[config.mk]
export PLATFORM = sky130hd
export DESIGN_NAME = exponentiation_module_controller
export DESIGN_NICKNAME = d
export VERILOG_FILES = /design/src/rtl/exp_pkg.sv /design/src/rtl/exponentiation_module_controller.sv
export SDC_FILE = /design/constraint.sdc
export NUM_CORES = 1
export LEC_CHECK = 0
export CORE_AREA = 2 2 39 41
export CTS_CLUSTER_DIAMETER = 200
export DETAILED_ROUTE_END_ITERATION = 10
export DIE_AREA = 0 0 41 43
export RECOVER_POWER = 100
export SYNTH_ARGS = -nofsm -noshare
export SYNTH_HDL_FRONTEND = slang
export SYNTH_SLANG_ARGS = --single-unit
[constraint.sdc]
create_clock -name clk -period 1.15 [get_ports clk]
set_input_delay 0.23 -clock clk [delete_from_list [all_inputs] [get_ports clk]]
set_output_delay 0.23 -clock clk [all_outputs]
set_load 0.03 [all_outputs]
[src/rtl/exp_pkg.sv]
// Shared definitions for the exponentiation (Taylor-series e^x) block:
// controller state encodings and default sizing.
package exp_pkg;

  localparam int STATE_W          = 3;
  localparam int NUM_OF_TERMS_DEF = 8;
  localparam int CNT_WIDTH_DEF    = 4;

  typedef enum logic [STATE_W-1:0] {
    RESET            = 3'd0,
    WAIT_ON_START    = 3'd1,
    CALC_NEXT_TERM_1 = 3'd2,
    CALC_NEXT_TERM_2 = 3'd3,
    ADD_NEXT_TERM    = 3'd4,
    CALC_COMPLETE    = 3'd5
  } state_t;

endpackage

[src/rtl/exponentiation_module_controller.sv]
// Control FSM for the e^x datapath: clears, initialises and then steps the
// term/result registers once per series term until the counter terminates.
module exponentiation_module_controller
  import exp_pkg::*;
#(
  parameter int NUM_OF_TERMS = NUM_OF_TERMS_DEF,
  parameter int CNT_WIDTH    = CNT_WIDTH_DEF
) (
  input  logic                 clk,
  input  logic                 rst,
  input  logic                 start,
  input  logic [CNT_WIDTH-1:0] cnt,
  output logic                 busy,
  output logic                 done,
  output logic                 rstExponent,
  output logic                 rstTerm,
  output logic                 rstResultRegs,
  output logic                 rstCounter,
  output logic                 loadExponent,
  output logic                 initTerm,
  output logic                 initResultRegs,
  output logic                 initCounter,
  output logic                 loadTerm,
  output logic                 selTableData,
  output logic                 loadResultRegs,
  output logic                 incCounter
);

  if (NUM_OF_TERMS < 2 || NUM_OF_TERMS > (2**CNT_WIDTH) - 1) begin : g_bad_terms
    $error("NUM_OF_TERMS must lie in 2..2^CNT_WIDTH-1");
  end

  state_t p_state;
  state_t n_state;
  logic   last_term;

  // The counter still holds the pre-increment value while in ADD_NEXT_TERM.
  assign last_term = (cnt == CNT_WIDTH'(NUM_OF_TERMS - 1));

  always_ff @(posedge clk) begin
    if (!rst) p_state <= RESET;
    else      p_state <= n_state;
  end

  always_comb begin
    // NOTE: every output and the next state get a default first, so no branch
    // below can leave one unassigned and infer a latch.
    n_state        = p_state;
    busy           = 1'b0;
    done           = 1'b0;
    rstExponent    = 1'b0;
    rstTerm        = 1'b0;
    rstResultRegs  = 1'b0;
    rstCounter     = 1'b0;
    loadExponent   = 1'b0;
    initTerm       = 1'b0;
    initResultRegs = 1'b0;
    initCounter    = 1'b0;
    loadTerm       = 1'b0;
    selTableData   = 1'b0;
    loadResultRegs = 1'b0;
    incCounter     = 1'b0;

    case (p_state)
      WAIT_ON_START: begin
        if (start) begin
          loadExponent   = 1'b1;
          initTerm       = 1'b1;
          initResultRegs = 1'b1;
          initCounter    = 1'b1;
          n_state        = CALC_NEXT_TERM_1;
        end
      end
      CALC_NEXT_TERM_1: begin
        busy     = 1'b1;
        loadTerm = 1'b1;
        n_state  = CALC_NEXT_TERM_2;
      end
      CALC_NEXT_TERM_2: begin
        busy         = 1'b1;
        loadTerm     = 1'b1;
        selTableData = 1'b1;
        n_state      = ADD_NEXT_TERM;
      end
      ADD_NEXT_TERM: begin
        busy           = 1'b1;
        loadResultRegs = 1'b1;
        incCounter     = 1'b1;
        n_state        = last_term ? CALC_COMPLETE : CALC_NEXT_TERM_1;
      end
      CALC_COMPLETE: begin
        done    = 1'b1;
        n_state = WAIT_ON_START;
      end
      default: begin
        rstExponent   = 1'b1;
        rstTerm       = 1'b1;
        rstResultRegs = 1'b1;
        rstCounter    = 1'b1;
        n_state       = WAIT_ON_START;
      end
    endcase

    // Reset clears the datapath on the same edge that resets the FSM.
    if (!rst) begin
      busy           = 1'b0;
      done           = 1'b0;
      rstExponent    = 1'b1;
      rstTerm        = 1'b1;
      rstResultRegs  = 1'b1;
      rstCounter     = 1'b1;
      loadExponent   = 1'b0;
      initTerm       = 1'b0;
      initResultRegs = 1'b0;
      initCounter    = 1'b0;
      loadTerm       = 1'b0;
      selTableData   = 1'b0;
      loadResultRegs = 1'b0;
      incCounter     = 1'b0;
      n_state        = RESET;
    end
  end

endmodule

==> flow_summary.ini <==
[grt]
grt.overflow.total = 0
grt_pass1_vias = 276
antenna_found_initial = 0
grt_max_degree = 8
grt_pass1_wl_mm = 1.08
grt_usage = 0.0943

[layout]
reg_top3 = p_state (3)
seq_area_sq_um = 68.8
postLayoutCellArea_sq_um = 582
multi_input_area_sq_um = 205
fillers = 154
nets = 68
antenna_cells = 0
fin_cells = 76
drive_gt1_frac = 0.667
syn2layout_area_growth_pct = 110
largest_reg_flops = 3
final_core_util = 0.420
regMostFlops = p_state

[cts]
clk-insertion-delay-late_ps = 230
cts_tree = done
path_clk_slew_ps = 40
htree_levels = 1
cts_inserted_buffers = 3
cts-root-buf = clkbuf_4
clk_path_buf_depth = 2
cts.sinks = 3
postCtsSetupBuffers = 0

[setup_path]
cp_data_arrival_time_ps = 1180
start_kind = flip-flop
end_kind = output port
critPathKind = reg2out
worstPathCellList = and3b_2 > or2_4 > buf_6
critPathSlowestCell = dfxtp_4
crit_required_ps = 920
ff2ff_path_depth = 5
crit_fanout = 7
cpPeakStageDelay_ps = 370

[worst_hold_path]
holdPathStages = 3
worstHoldPathType = in2reg

[drt]
drt-pass1-iter-count = 2
via_count = 314
routed_via_density = 4.13
routed_wl_microns = 656
ant_nets = 0
drc_errors = 0
wl_per_cell_microns = 8.63
dr.first_iter.drc_count = 2

[power]
p_seq_frac = 0.233
netSwitchingPower_mw = 0.165
switching_share = 0.324
vdd_drop_max_mv = 0.568
power_density_nw_per_um2 = 872
power.total_mw = 0.507
p_int_mw = 0.343
total_leakage_power_nw = 0.269
share_comb_of_total_power = 0.407
p_clk_frac = 0.360

[sta]
fin_crit_sh = 1.23
period_minus_slack_ps = 1410
report.final.slew_viol_count = 0
rsz0062_at_grt = yes
setup_viol_count_final = 14
fmaxAchievable_mhz = 710
relSlewSlack = 0.900
finClkSkew_ps = 2.69
hold-worst-slack_ps = 545
tightest_slew_ps = 149
worst_slack_ps = -259
hold_violations = 0
tns_ps = -2650

[placement]
dp_cells = 72
io_buffers = 20
dpl_cell_area_sq_um = 494
place_hpwl_microns = 570
dp_slack_ps = -480
routabilityCongestion = 0.671

[status]
outcome = finished with violations
violations = setup timing

[die]
row_count = 14
coreArea_sq_um = 1380
die_h_microns = 43
io_pins = 21
die-area_sq_um = 1760
initial_utilization = 0.200
die_w_microns = 41

[synth]
ys_ff_latch = 3
syn_nets = 43
synth-warning-count = 0
syn_inst = 36
syn-cell-area_sq_um = 277
syn_area_per_cell_sq_um = 7.68
yosysSeqAreaShare = 0.217
synth_cell_types = 19

[flow_run]
timing.max_cap.violations = 0
==> cells in the mapped netlist (all sizes together) <==
cell | count | area (sq um)
a21oi | 1 | 5.00
a22o | 1 | 8.76
a22oi | 1 | 7.51
and2b | 1 | 7.51
and3 | 2 | 13.8
and3b | 1 | 10.0
and4b | 1 | 10.0
buf | 8 | 60.1
dfxtp | 3 | 60.1
nand2 | 2 | 7.51
nand2b | 1 | 6.26
nor2 | 5 | 18.8
nor2b | 4 | 25.0
nor3 | 1 | 5.00
nor3b | 1 | 12.5
o21a | 1 | 7.51
o21ai | 1 | 5.00
or2 | 1 | 6.26
==> kinds of logic after synthesis <==
logic type	synth area share
AND/OR/NAND/NOR	0.443
buffers and inverters	0.217
AO/OA/AOI/OAI	0.122
flip-flops	0.217
==> worst max-delay path, delay by kind of cell (launching register included) <==
family | cells | cell delay, ps
AND/OR/NAND/NOR | 2 | 440
flip-flops | 1 | 370
buffers and inverters | 1 | 130
==> layout by cell type, fill, tap and decap left out, drive strengths merged <==
master and n:
buf 22, clkdlybuf4s50 5, nor2 5, clkbuf 4
nor2b 4, dfxtp 3, and3 2, nand2 2
and3b 1, nand2b 1, nor3 1, a21oi 1
or2 1, and4b 1, nor3b 1, and2b 1
a22o 1, o21a 1, o21ai 1, a22oi 1
dlygate4sd2 1
==> metal layers <==
layer	part of all wire	vias to the layer above	GRT usage	wire length, microns
met4	0.024	0	0.0800	16
met3	0.072	2	0.0314	47
met5	0	-	0	0
met2	0.50	16	0.138	326
met1	0.41	134	0.103	266
li1	-	162	-	-
==> path summary, 6_finish.rpt <==
kind	from	slack (ps)	to
hold reg to reg	p_state[2]$_SDFFE_PN0P_	740	p_state[2]$_SDFFE_PN0P_
setup reg to reg	p_state[1]$_SDFFE_PN0P_	10	p_state[1]$_SDFFE_PN0P_
hold / removal	rst	550	p_state[1]$_SDFFE_PN0P_
setup / recovery	p_state[2]$_SDFFE_PN0P_	-260	busy
==> timing repair <==
action / 4_1_cts / 5_1_grt
endpoints found under the hold margin: 0 / 0
hold buffers: 0 / 0
pin swaps: 2 / 1
resized for setup: 11 / 7
endpoints found under the setup margin: 15 / 17
==> final cells by class <==
class                      instances  share of cell area
multi-input combinational         25               0.353
clock buffer                       4              0.0452
sequential                         3               0.118
tap                               16              0.0344
timing repair buffer              28               0.449
==> power groups by stage <==
| stage | registers [mW] | logic, mW | clock network, mW |
|---|---|---|---|
| final | 0.118 | 0.206 | 0.183 |
| after global routing | 0.120 | 0.222 | 0.207 |
| after CTS | 0.120 | 0.197 | 0.188 |
| after detailed placement | 0.122 | 0.191 | 0 |
| after global placement | 0.121 | 0.191 | 0 |
| after floorplan | 0.120 | 0.136 | 0 |
Note: power is estimated with default switching activity, not from simulation.
